$ cat src/rtl/key_debounce_multi.sv
// key_debounce_multi: per-key 2-flop synchroniser + stability counter, press/release pulses, press code.
// Define KEY_DEB_LONG_PRESS_EN to add one-shot long-press pulses on key_long_n.
module key_debounce_multi #(
  parameter int          NUM_KEYS    = 4,
  parameter logic [15:0] DEB_CYCLES  = 16'd100,
  parameter int          CNT_W       = 16,
  parameter logic [31:0] LONG_CYCLES = 32'd1000000,
  parameter int          CODE_W      = 4
) (
  input  logic                clk,
  input  logic                rst_n,
  input  logic [NUM_KEYS-1:0] key_n,
  output logic [NUM_KEYS-1:0] key_state_n,
  output logic [NUM_KEYS-1:0] key_pulse_n,
  output logic [NUM_KEYS-1:0] key_rel_pulse_n,
  output logic [NUM_KEYS-1:0] key_long_n,
  output logic                key_valid,
  output logic [CODE_W-1:0]   key_code
);
  localparam logic [CNT_W-1:0] DEB_MAX = CNT_W'(DEB_CYCLES - 16'd1);
  if (NUM_KEYS < 1 || NUM_KEYS > 16 || int'(DEB_CYCLES) < 2 || (CNT_W < 32 && (1 << CNT_W) <= int'(DEB_CYCLES)) ||
      (1 << CODE_W) < NUM_KEYS || LONG_CYCLES < 32'd2) begin : g_bad_params
    $error("key_debounce_multi: illegal parameter combination");
  end
  logic [NUM_KEYS-1:0] r_s1, r_s, r_state, r_pulse, r_rel;
  logic                r_valid;
  logic [CODE_W-1:0]   r_code;
  logic [NUM_KEYS-1:0] w_acc, w_press, w_rel;
  logic [CODE_W-1:0]   w_code;
  assign w_press = w_acc & ~r_s;
  assign w_rel   = w_acc & r_s;
  always_comb begin
    w_code = r_code;
    for (int i = NUM_KEYS - 1; i >= 0; i--) w_code = w_press[i] ? CODE_W'(i) : w_code;
  end
  for (genvar k = 0; k < NUM_KEYS; k++) begin : g_ch
    logic [CNT_W-1:0] r_cnt;
    assign w_acc[k] = (r_s[k] != r_state[k]) && (r_cnt == DEB_MAX);
    always_ff @(posedge clk) begin
      if (!rst_n) r_cnt <= '0;
      else        r_cnt <= (r_s[k] == r_state[k] || w_acc[k]) ? '0 : r_cnt + 1'b1;
    end
  end
  always_ff @(posedge clk) begin
    if (!rst_n) begin
      r_s1    <= '1;
      r_s     <= '1;
      r_state <= '1;
      r_pulse <= '1;
      r_rel   <= '1;
      r_valid <= 1'b0;
      r_code  <= '0;
    end else begin
      r_s1    <= key_n;
      r_s     <= r_s1;
      r_state <= r_state ^ w_acc;
      r_pulse <= ~w_press;
      r_rel   <= ~w_rel;
      r_valid <= |w_press;
      r_code  <= w_code;
    end
  end
  assign key_state_n     = r_state;
  assign key_pulse_n     = r_pulse;
  assign key_rel_pulse_n = r_rel;
  assign key_valid       = r_valid;
  assign key_code        = r_code;
`ifdef KEY_DEB_LONG_PRESS_EN
  // Hold counter saturates one past the trigger value so the pulse fires once per press.
  for (genvar k = 0; k < NUM_KEYS; k++) begin : g_long
    logic [31:0] r_hold;
    logic        r_lp;
    always_ff @(posedge clk) begin
      if (!rst_n) begin
        r_hold <= '0;
        r_lp   <= 1'b1;
      end else begin
        r_hold <= (r_state[k] || w_acc[k]) ? '0 : (r_hold == LONG_CYCLES ? r_hold : r_hold + 32'd1);
        r_lp   <= !(!r_state[k] && !w_acc[k] && r_hold == LONG_CYCLES - 32'd1);
      end
    end
    assign key_long_n[k] = r_lp;
  end
`else
  assign key_long_n = '1;
`endif
endmodule

$ cat config.mk
export PLATFORM = sky130hd
export DESIGN_NAME = key_debounce_multi
export DESIGN_NICKNAME = d
export VERILOG_FILES = /design/src/rtl/key_debounce_multi.sv
export SDC_FILE = /design/constraint.sdc
export NUM_CORES = 1
export LEC_CHECK = 0
export CAP_MARGIN = 5
export CORE_MARGIN = 2
export CORE_UTILIZATION = 62
export DETAILED_ROUTE_END_ITERATION = 8
export PLACE_DENSITY = 0.92
export SLEW_MARGIN = 20
export SYNTH_ARGS = -nofsm -noshare
export SYNTH_HDL_FRONTEND = slang
export SYNTH_SLANG_ARGS = --single-unit
$ cat constraint.sdc
create_clock -name clk -period 4.6 [get_ports clk]
set_input_delay 0.92 -clock clk [delete_from_list [all_inputs] [get_ports clk]]
set_output_delay 0.92 -clock clk [all_outputs]
set_load 0.1 [all_outputs]
Yosys cells after proc, flatten, opt, wreduce, memory -nomap -nowiden
Cells that the tools add are included.
{ "word_totals": {"register_bits": 87, "latchBits": 0, "ram_bits": 0, "mem_bits_ro": 0, "in_bits": 6, "memories": 0} }
{ "op_classes": {"n_addsub": 4, "n_mul": 0, "n_div": 0, "n_lt_le_gt_ge": 0, "eq_ne": 12, "n_shift": 0, "n_mux": 3, "bitwise": 7, "n_reduce_logical": 17} }
{ "ops": {"columns": ["op", "n"], "rows": [
  ["$add A16 B1 Y16 const B", 4],
  ["$eq A16 B7 Y1 const B", 4],
  ["$not A4 Y4", 3],
  ["$reduce_or A2 Y1", 5],
  ["$and A4 B4 Y4", 2],
  ["$eq A1 B1 Y1", 4],
  ["$logic_and A1 B1 Y1", 4],
  ["$logic_or A1 B1 Y1", 4],
  ["$mux W2", 2],
  ["$ne A1 B1 Y1", 4],
  ["$reduce_or A4 Y1", 1],
  ["$xor A4 B4 Y4", 1],
  ["$reduce_bool A3 Y1", 1],
  ["$reduce_or A3 Y1", 1],
  ["$reduce_bool A2 Y1", 1],
  ["$mux W1", 1],
  ["$not A1 Y1", 1]
]} }

Depth between registers and ports, before layout
Gate-level depths: netlist of run 1.
{ "logic_depth": {"ltp_word": 6, "mapped_depth": 8, "mapped_depth_nobuf": 5} }

Worst setup path after synthesis of run 1
OpenSTA, ideal clock, no wires.
{ "synth_path": {"path_kind": "register to register", "startpoint": "reg with a tool-made name", "endpoint": "reg g_ch[1].r_cnt[10]", "arrival_time_ns": 1.931, "required_ns": 4.536, "setup_slack_ns": 2.605, "stages_incl_launch_ff": 7, "cell_sequence": "dfxtp_1 > nor2b_1 > o21ai_0 > or2_1 > buf_6 > buf_12 > nor2_1"} }
{ "synth_rtl": {"columns": ["element", "line", "rtl"], "rows": [
  ["end signal, assigned", "41", "else r_cnt <= (r_s[k] == r_state[k] || w_acc[k]) ? '0 : r_cnt + 1'b1;"],
  ["end, declared", "37", "logic [CNT_W-1:0] r_cnt;"]
]} }

==> results of run 1 <==
-- sequential cells by signal, indices dropped and copies added (netlist names), named ones only --
signal,count
r_s,4
r_s1,4
key_pulse_n,4
key_code,2
key_rel_pulse_n,4
key_valid,1
g_ch.r_cnt,64
-- stage by stage --
| step | cells | total power [mW] | hold slack, ns | setup WS [ns] |
|---|---|---|---|---|
| 6_report | 499 | 1.343 | 0.4148 | 1.714 |
| 5_1_grt | 499 | 1.387 | 0.4376 | 1.657 |
| 4_1_cts | 499 | 1.351 | 0.4168 | 1.705 |
| 3_5_place_dp | 483 | 0.8179 | 0.3963 | 1.566 |
| 3_3_place_gp | 483 | 0.8168 | 0.3892 | 1.697 |
| 2_1_floorplan | 408 | 0.8161 | 0.3863 | 2.605 |
-- final cells by class --
class / count / area share
multi-input cells: 296 / 0.4476
flip-flops and latches: 87 / 0.4262
repair buffers: 20 / 0.04899
clock buffers: 9 / 0.03031
well taps: 75 / 0.02296
clock inverters: 7 / 0.01929
inverters: 5 / 0.004593
-- layer usage --
metal  share of wire  wire, um  global-route usage  vias up
li1                -         -                   -     1431
met1            0.46      3109              0.2927     1367
met2            0.47      3134              0.3566       66
met3           0.046       309             0.06778       21
met4           0.027       182              0.1186        0
met5               0         0                   0        -
-- report_power, final --
part / internal [mW] / switching, mW
combinational: 0.00843 / 0.0322
sequential: 0.757 / 0.00270
clock: 0.257 / 0.286
-- worst max path at each step --
stage	from	endpoint
finish	register	key_state_n[0]
global route	register	key_state_n[2]
CTS	register	key_state_n[2]
detailed placement	rst_n	g_ch[3].r_cnt[15]
global placement	rst_n	g_ch[0].r_cnt[15]
floorplan	register	g_ch[1].r_cnt[10]
-- cell families (layout without fill, tap and decap cells) --
group,Yosys count,in the layout,synth area share
simple gates,210,210,0.3083
flops,87,87,0.4706
xor+xnor,51,51,0.1207
buf+inv,25,41,0.03922
compound gates,22,22,0.03753
fa+ha+maj,4,4,0.01352
mux,3,3,0.008114
other cells,2,6,0.002029
-- synth_stat cells, types with 2 or more instances --
cell and count:
nor3b_1 3, ha_1 4, and3_1 5, a21oi_1 8
o21ai_0 6, and2_1 4, xor2_1 39, or3_1 10
or4_1 4, nor2_2 2, inv_1 5, nand2b_1 10
dfxtp_1 87, conb_1 2, nor3_1 3, nor2b_1 3
buf_4 7, nand3_1 26, nand2_1 27, nand4_1 24
mux2i_1 3, clkbuf_1 10, nor4bb_1 2, o31ai_1 2
and4_1 10, nor4_1 11, xnor2_1 12, nor2_1 58
==> metrics.md, run 1 <==
| Metric | Value |
|---|---|
| Outcome | completed |
| Hold path cells | 1 |
| Share of layout cells above drive strength 1 | 0.05660 |
| Die ar. | 6603 um^2 |
| #FFs+latches synth | 87 |
| Fmax | 0.3465 GHz |
| Remaining Overflow, GRT | 0 |
| Setup violators final | 0 |
| Slowest CP cell | clkdlybuf4s50_1 |
| Vias | 2,885 |
| Number of flops mapped to enable cells by yosys | 0 |
| Setup CP Type | reg2out |
| Resized cells post-CTS | 0 |
| Ys async rst share | 0 |
| Clock buffer count from CTS | 9 |
| CP Max Fanout | 5 |
| Routed wire length per instance | 13.50 um |
| Critical path endpoint category | output port |
| Antenna cells | 0 |
| Hold path endpoint | r_s[0] |
| H-tree Lvls | 3 |
| Clk_skew | 0.008095 ns |
| Worst skew pair latency | 0.37 ns |
| CTS tree | built |
| Layout Nets | 429 |
| Post-detailed-route count of antenna-violating nets | 0 |
| Vias per inst | between 5 and 6 |
| Final Core Density | 0.6985 |
| Antenna violations before repair | 0 |
| Initial DRC Count | 135 |
| Worst vdd ir | 0.0002339 V |
| Final Instance Area | between 4000 and 5000 um^2 |
| Clock sinks | 87 |
| Setup Buffers After CTS | 0 |
| WP buf/inv | 1 |
| Levels on crit path | 1 |
| Hold Path Class | reg2reg |
| Remaining DRCs | 0 |
| Max stage delay on crit path | 1.17 ns |
| Commonest cells after routing, fill and taps aside | dfxtp_1 (87), nor2_1 (58), xor2_1 (39) |
| Vias in the first global route | 2,622 |
| Synth Cell Area | roughly 3700 um^2 |
| CP top delay family | buffers and inverters |
| Period utilisation layout | 0.6274 |
| Hold Startpoint | r_s1[0] |
| Worst EP required | approximately 3.7 ns |
| Core area | slightly below 6000 um^2 |
| Die height | 81.26 um |
| Area grow syn2layout | 10.41% |
| Final hold violations | 0 |
| WL final | ~6700 um |
| Avg Cell Area, Syn | 9.161 um^2 |
| Most common cell after layout, fill and taps aside | dfxtp_1 |
| Num rows | 28 |
| Largest net degree at the start of global routing | 27 |
| Clk slew on worst S/H paths | 0.09 ns |
| P_leak | 1.367 nW |
| Gpl congestion | 0.8273 |
| First-pass GRT wire length | 11,760 um |
| Number of buffers added on ports | 20 |
| Footprint of the multi-input gates | approximately 1800 um^2 |
| Critical path arrival | 1.97 ns |
| Reg2Reg Setup Slack | 2.17 ns |
| # Max-Cap Violations | 0 |
| Fin Setup TNS | 0 ns |
| Yosys top cell area share | 0.4706 |
| CP cell instances | clkdlybuf4s50_1 |
| Die width | 81.26 um |
| Gr usage total | 0.2311 |
| Reg2reg path depth | 5 |
| Pins Over Slew Limit | 0 |
| Register area | between 1500 and 2000 um^2 |
| Crit Reg-Reg Endpoint | g_ch[1].r_cnt[10] |
| CP startpoint kind | register |
| Pwr Density | roughly 330 nW/um^2 |
| RSZ-0062 raised after global routing | false |
| Placement Cell Area | 3884 um^2 |
| IO Count | 27 |
| Max_slew headroom | 0.3479 |
| Detail Placement HPWL | about 4700 um |
| Initial Utilization | 0.6326 |
| Area contributors post-synth | dfxtp_1 (47%), xor2_1 (9.2%), nor2_1 (5.9%) |
| Reg2Reg Launch Point | g_ch[1].r_cnt[0] |
| Post-Syn Instances | 404 |
| Number of fillers in the final layout | 435 |
| Post-synth top area cell | dfxtp_1 |
| Ys flop type | dfxtp_1 |
| Post-synthesis sequential area ratio | 0.4706 |
| Clk root buf | clkbuf_8 |
| Hold buffers post-CTS | 0 |
| Worst-Margin Slew | 0.9751 ns |
| Period minus WS final | roughly 2.9 ns |
| Maximum clock insertion buffer count | 2 |
| Yosys warns | 0 |
| Yosys cell types | between 40 and 50 |
| Pre-Repair DR Iteration Count | 5 |
(Power assumes the default switching activity.)
==> run 2: changes to the inputs <==
Settings changed: CORE_UTILIZATION 62 to 52, PLACE_DENSITY 0.92 to 0.83.
Clock period 4.6 ns to 2.5 ns, I/O delays scaled along.
==> run 2 against run 1 <==
Net effect: power up 79%; flip-flop and latch count unchanged; critical path depth grew 5; utilization decreased by 10 points; die area rose by 18%; cell count grew 4.8%; sequential share of layout area fell by 0.052 points; via count shrank 2.6%.
==> metrics.md, run 2 (synthesis gave the netlist of run 1 again) <==
| Metric | Value |
|---|---|
| Fmax | 0.5053 GHz |
| Most common cell after layout, fill and taps aside | dfxtp_1 |
| Fin Setup TNS | 0 ns (unchanged) |
| CP cell instances | ha_1, or4b_4, nor4_4, or2_1, buf_4, nor2_1 |
| Internal | 1.895 mW (+85%) |
| Initial Utilization | 0.5418 (-0.09083) |
| Clk root buf | clkbuf_8 |
| Num rows | 30 (+7.1%) |
| WL final | 6470 um (-3.9%) |
| Largest register FFs | 64 (unchanged) |
| Number of fillers in the final layout | 593 (+36%) |
| Vias per inst | 5.371 (-7.1%) |
| IO Count | 27 (unchanged) |
| Pins Over Slew Limit | 0 (unchanged) |
| Post-detailed-route count of antenna-violating nets | 0 (unchanged) |
| Core area | 6832 um^2 (+17%) |
| Clk slew on worst S/H paths | 0.08 ns (about the same) |
| Final Core Density | 0.5989 (-0.09956) |
| Critical path arrival | 2.22 ns (+0.25 ns) |
| Worst-Margin Slew | 0.5960 ns (-0.3791 ns) |
| Gpl congestion | 0.8085 (-2.3%) |
| Gate power share | 0.032 (+0.002) |
| Worst EP required | 2.74 ns (-0.94 ns) |
| Worst vdd ir | 0.0002880 V (+23%) |
| Resized cells post-CTS | 0 (unchanged) |
| Hold Path Class | reg2reg |
| Antenna violations before repair | 0 (unchanged) |
| CP startpoint kind | register |
| RSZ-0062 raised after global routing | false |
| # Max-Cap Violations | 0 (unchanged) |
| Period minus WS final | ~2.0 ns |
| First-pass GRT wire length | 11,100 um (-5.6%) |
| Pre-Repair DR Iteration Count | 4 (-1) |
| Tot Pwr | 2.408 mW (+79%) |
| Maximum clock insertion buffer count | 2 (unchanged) |
| Clk network pwr share | 0.388 (-0.016) |
| Remaining Overflow, GRT | 0 (unchanged) |
| Initial DRC Count | 103 (-24%) |
| H-tree Lvls | 3 (unchanged) |
| Routed wire length per instance | 12.37 um (-8.4%) |
| WP buf/inv | 1 (unchanged) |
| Remaining DRCs | 0 (unchanged) |
| Period utilisation layout | 0.7917 |
| Largest net degree at the start of global routing | 17 (-37%) |
| CP Max Fanout | 16 (+11) |
| Net Switching | 0.5131 mW (+60%) |
| Die width | 88.37 um (+8.7%) |
| Vias in the first global route | 2,561 (-2.3%) |
| Detail Placement HPWL | 4599 um (-3.1%) |
| Sw Ratio | 0.2131 (-0.02584) |
| Clock sinks | 87 (unchanged) |
| Number of buffers added on ports | 20 (unchanged) |
| Worst skew pair latency | 0.34 ns (-0.03 ns) |
| Setup CP Type | reg2reg |
| Pwr Density | 588.5 nW/um^2 (+79%) |
| Top reg by flops | g_ch.r_cnt |
| Max_slew headroom | 0.6016 (+0.2537) |
| Post-Place Worst Slack | 0.4893 ns (-1.077 ns) |
| Critical path endpoint category | register |
| Vias | 2,809 (-2.6%) |
| Die ar. | 7808 um^2 (+18%) |
| Antenna cells | 0 (unchanged) |
| Clk_skew | 0.006551 ns (-0.001544 ns) |
| Area grow syn2layout | 10.55% |
| Max stage delay on crit path | 0.48 ns (-0.69 ns) |
| Setup Buffers After CTS | 0 (unchanged) |
| Die height | 88.37 um (+8.7%) |
| Setup violators final | 0 (unchanged) |
| P_leak | 1.387 nW (+1.5%) |
| Commonest cells after routing, fill and taps aside | dfxtp_1 (87), nor2_1 (58), xor2_1 (39) |
| Layout Nets | 433 (+0.93%) |
| Hold buffers post-CTS | 0 (unchanged) |
| Slowest CP cell | or4b_4 |
| Sequential power share | 0.580 (+0.015) |
| CTS tree | built |
| Outcome | completed |
| Final hold violations | 0 (unchanged) |
| CP top delay family | simple AND/OR/NAND/NOR gates |
| Gr usage total | 0.1807 (-0.05037) |
| Share of layout cells above drive strength 1 | 0.09368 (+0.03707) |
| Clock buffer count from CTS | 9 (unchanged) |
| Worst Slack Setup Final | 0.5208 ns (-1.193 ns) |
run 2: worst paths after layout:
kind,startpoint,end,slack [ns],cells past startpoint
max,g_ch[1].r_cnt[0],g_ch[1].r_cnt[7],0.52,6
min,r_s1[3],r_s[3],0.41,1
max reg2reg,g_ch[1].r_cnt[0],g_ch[1].r_cnt[7],0.52,6
min reg2reg,r_s1[3],r_s[3],0.41,1
run 2: cell type report:
class                           count  area [um^2]  share of cell area
Multi-Input combinational cell    296         1829              0.4471
Tap cell                           96        120.1             0.02936
Sequential cell                    87         1742              0.4257
Clock inverter                      3        43.79             0.01070
Timing Repair Buffer               24        192.7             0.04709
Inverter                            5        18.77            0.004587
Clock buffer                       12        145.1             0.03547
run 2: stage by stage:
| stage | cells | cell area (um^2) | hold WS, ns |
|---|---|---|---|
| after detailed placement | 508 | 3902 | 0.3972 |
| final | 523 | 4091 | 0.4149 |
| after CTS | 523 | 4091 | 0.4194 |
| after floorplan | 408 | 3716 | 0.3863 |
| after global placement | 508 | 3902 | 0.3925 |
| after global routing | 523 | 4091 | 0.4368 |
run 2: metal layers:
metal	vias up	share of wire	global-route usage
li1	1435	-	-
met1	1306	0.48	0.2186
met2	59	0.48	0.3049
met3	9	0.034	0.05504
met4	0	0.016	0.06474
met5	-	0	0
run 2: power groups by stage:
stage | logic (mW) | clock network, mW | registers, mW
3_5_place_dp | 0.0774 | 0 | 1.43
4_1_cts | 0.0776 | 0.960 | 1.40
2_1_floorplan | 0.0728 | 0 | 1.43
6_report | 0.0772 | 0.934 | 1.40
3_3_place_gp | 0.0756 | 0 | 1.43
5_1_grt | 0.0821 | 1.02 | 1.40
==> run 3: changes to the inputs <==
Clock period 2.5 ns to 1.8 ns, I/O delays scaled along.
==> run 3 against run 2 <==
Net effect: sequential power up 39%; first-iteration DRC count rose by 41%; count of clock-buffer cells in the layout is 2 lower; utilization grew 5.3 points; clock skew is 0.0025 ns higher; cell count up 2.1%; register-to-register slack lost 0.41 ns; power is 41% higher; fmax grew 17%.
==> metrics.md, run 3 (synthesis gave the netlist of run 1 again) <==
| Metric | Value |
|---|---|
| Clk_skew | 0.009010 ns (+0.002460 ns) |
| Remaining DRCs | 0 (unchanged) |
| IO Count | 27 (unchanged) |
| Clk slew on worst S/H paths | 0.08 ns (about the same) |
| Most common cell after layout, fill and taps aside | dfxtp_1 |
| Worst Slack Setup Final | 0.1093 ns (-0.4116 ns) |
| Die ar. | 7808 um^2 (unchanged) |
| Vias per inst | 5.438 (+1.3%) |
| Fin Setup TNS | 0 ns (unchanged) |
| Commonest cells after routing, fill and taps aside | dfxtp_1 (81), nor2_1 (58), xor2_1 (39) |
| Initial DRC Count | 145 (+41%) |
| Core area | 6832 um^2 (unchanged) |
| Clock buffer count from CTS | 9 (unchanged) |
| Worst skew pair latency | 0.35 ns (about the same) |
| Period utilisation layout | 0.9393 (+0.1476) |
| Tot Pwr | 3.387 mW (+41%) |
| Gr usage total | 0.1914 (+0.01067) |
| Layout Nets | 444 (+2.5%) |
| Routed wl met3 | 274 um (+26%) |
| Die width | 88.37 um (unchanged) |
| Hold path cells | 1 (unchanged) |
| Hold Startpoint | r_s1[3] |
| CP startpoint kind | register |
| H-tree Lvls | 3 (unchanged) |
| Maximum clock insertion buffer count | 2 (unchanged) |
| Pins Over Slew Limit | 0 (unchanged) |
| Hold buffers post-CTS | 0 (unchanged) |
| Hold path endpoint | r_s[3] |
| Number of buffers added on ports | 20 (unchanged) |
| Setup CP Type | reg2reg |
| Antenna violations before repair | 0 (unchanged) |
| Pwr Density | 760.8 nW/um^2 (+29%) |
| Routed wl met2 | 3384 um (+10%) |
| # Max-Cap Violations | 0 (unchanged) |
| Post-detailed-route count of antenna-violating nets | 0 (unchanged) |
| RSZ-0062 raised after global routing | false |
| Worst vdd ir | 0.0005771 V (+100%) |
| Initial Utilization | 0.5418 (unchanged) |
| Routed wire length per instance | 12.82 um (+3.6%) |
| Detail Placement HPWL | 4840 um (+5.2%) |
| Setup violators final | 0 (unchanged) |
| Placed cell count | 519 (+2.2%) |
| Final Core Density | 0.6516 (+0.05275) |
| Reg2Reg Launch Point | g_ch[1].r_cnt[0] |
| Fmax | 0.5915 GHz (+17%) |
| Gpl congestion | 0.8690 (+7.5%) |
| DR top layer | met4 |
| Final hold violations | 0 (unchanged) |
| Clk root buf | clkbuf_8 |
| Area grow syn2layout | 20.28% |
| Largest net degree at the start of global routing | 26 (+9) |
| Reg2reg path depth | 6 (unchanged) |
| Share of layout cells above drive strength 1 | 0.1438 (+0.05016) |
| Outcome | completed |
| CTS tree | built |
| Non-filler cells in the finished layout | 534 (+2.1%) |
| Post-Place Worst Slack | 0.05120 ns (-0.4381 ns) |
| Antenna cells | 0 (unchanged) |
| Period minus WS final | 1.691 ns (-0.2884 ns) |
| Reg2Reg Setup Slack | 0.11 ns (-0.41 ns) |
| Num rows | 30 (unchanged) |
| Clock sinks | 87 (unchanged) |
| Largest register FFs | 64 (unchanged) |
| Top reg by flops | g_ch.r_cnt |
| Vias | 2,904 (+3.4%) |
| Vias in the first global route | 2,713 (+5.9%) |
| WL met1 | 3041 um (-1.1%) |
| Hold Path Class | reg2reg |
| CP Max Fanout | 4 (-12) |
| WL final | 6844 um (+5.8%) |
| Die height | 88.37 um (unchanged) |
| Pre-Repair DR Iteration Count | 4 (unchanged) |
| Critical path arrival | 1.92 ns (-0.30 ns) |
| Critical path endpoint category | register |
| Worst EP required | 2.02 ns (-0.72 ns) |
| Remaining Overflow, GRT | 0 (unchanged) |
| First-pass GRT wire length | 11,710 um (+5.5%) |
| P_leak | 1.543 nW (+11%) |
| Setup Buffers After CTS | 0 (unchanged) |
run 3: power breakdown:
part / total [mW] / leakage (nW) / internal, mW / switching (mW)
combinational: 0.114 / 0.747 / 0.0300 / 0.0842
clock: 1.33 / 0.0944 / 0.671 / 0.661
sequential: 1.94 / 0.702 / 1.93 / 0.00787
total: 3.39 / 1.54 / 2.63 / 0.753
run 3: layer usage:
layer | GRT usage | vias to the layer above
li1 | - | 1457
met1 | 0.2296 | 1369
met2 | 0.3247 | 64
met3 | 0.05037 | 14
met4 | 0.08127 | 0
met5 | 0 | -
run 3: worst max path at each step:
stage | start | endpoint | slack (ns)
after CTS | g_ch[1].r_cnt[11] | key_code[0] | 0.06
after global placement | g_ch[1].r_cnt[11] | key_code[0] | 0.12
after detailed placement | g_ch[3].r_cnt[0] | key_pulse_n[3] | 0.05
after floorplan | g_ch[1].r_cnt[0] | g_ch[1].r_cnt[12] | 0.02
after global routing | g_ch[1].r_cnt[0] | register | 0.01
final | g_ch[1].r_cnt[0] | register | 0.11
run 3: area by class of cell:
class / count / area [um^2]
fill: 562 / 2380
multi-input combinational: 296 / 1867
sequential: 87 / 1749
timing repair buffer: 35 / 500.5
clock buffer: 10 / 137.6
tap: 96 / 120.1
clock inverter: 5 / 58.81
inverter: 5 / 18.77
run 3: through the flow:
step           hold slack [ns]  instance area (um^2)
2_1_floorplan           0.3863                  3740
3_3_place_gp            0.3894                  4230
3_5_place_dp            0.3957                  4230
4_1_cts                 0.4166                  4433
5_1_grt                 0.4279                  4452
6_report                0.4120                  4452
run 3: worst max-delay path, stage by stage (launching register included):
cell and delay [ns]:
dfxtp_2 0.37, ha_4 0.15, or4b_4 0.47, nor4_4 0.15, buf_4 0.17, mux2i_1 0.19
nand2_1 0.08
run 3: timing repair:
| action | 4_1_cts | 5_1_grt |
|---|---|---|
| endpoints found under the setup margin | 2 | 5 |
| gates cloned | 0 | 0 |
| gates resized for setup | 1 | 3 |
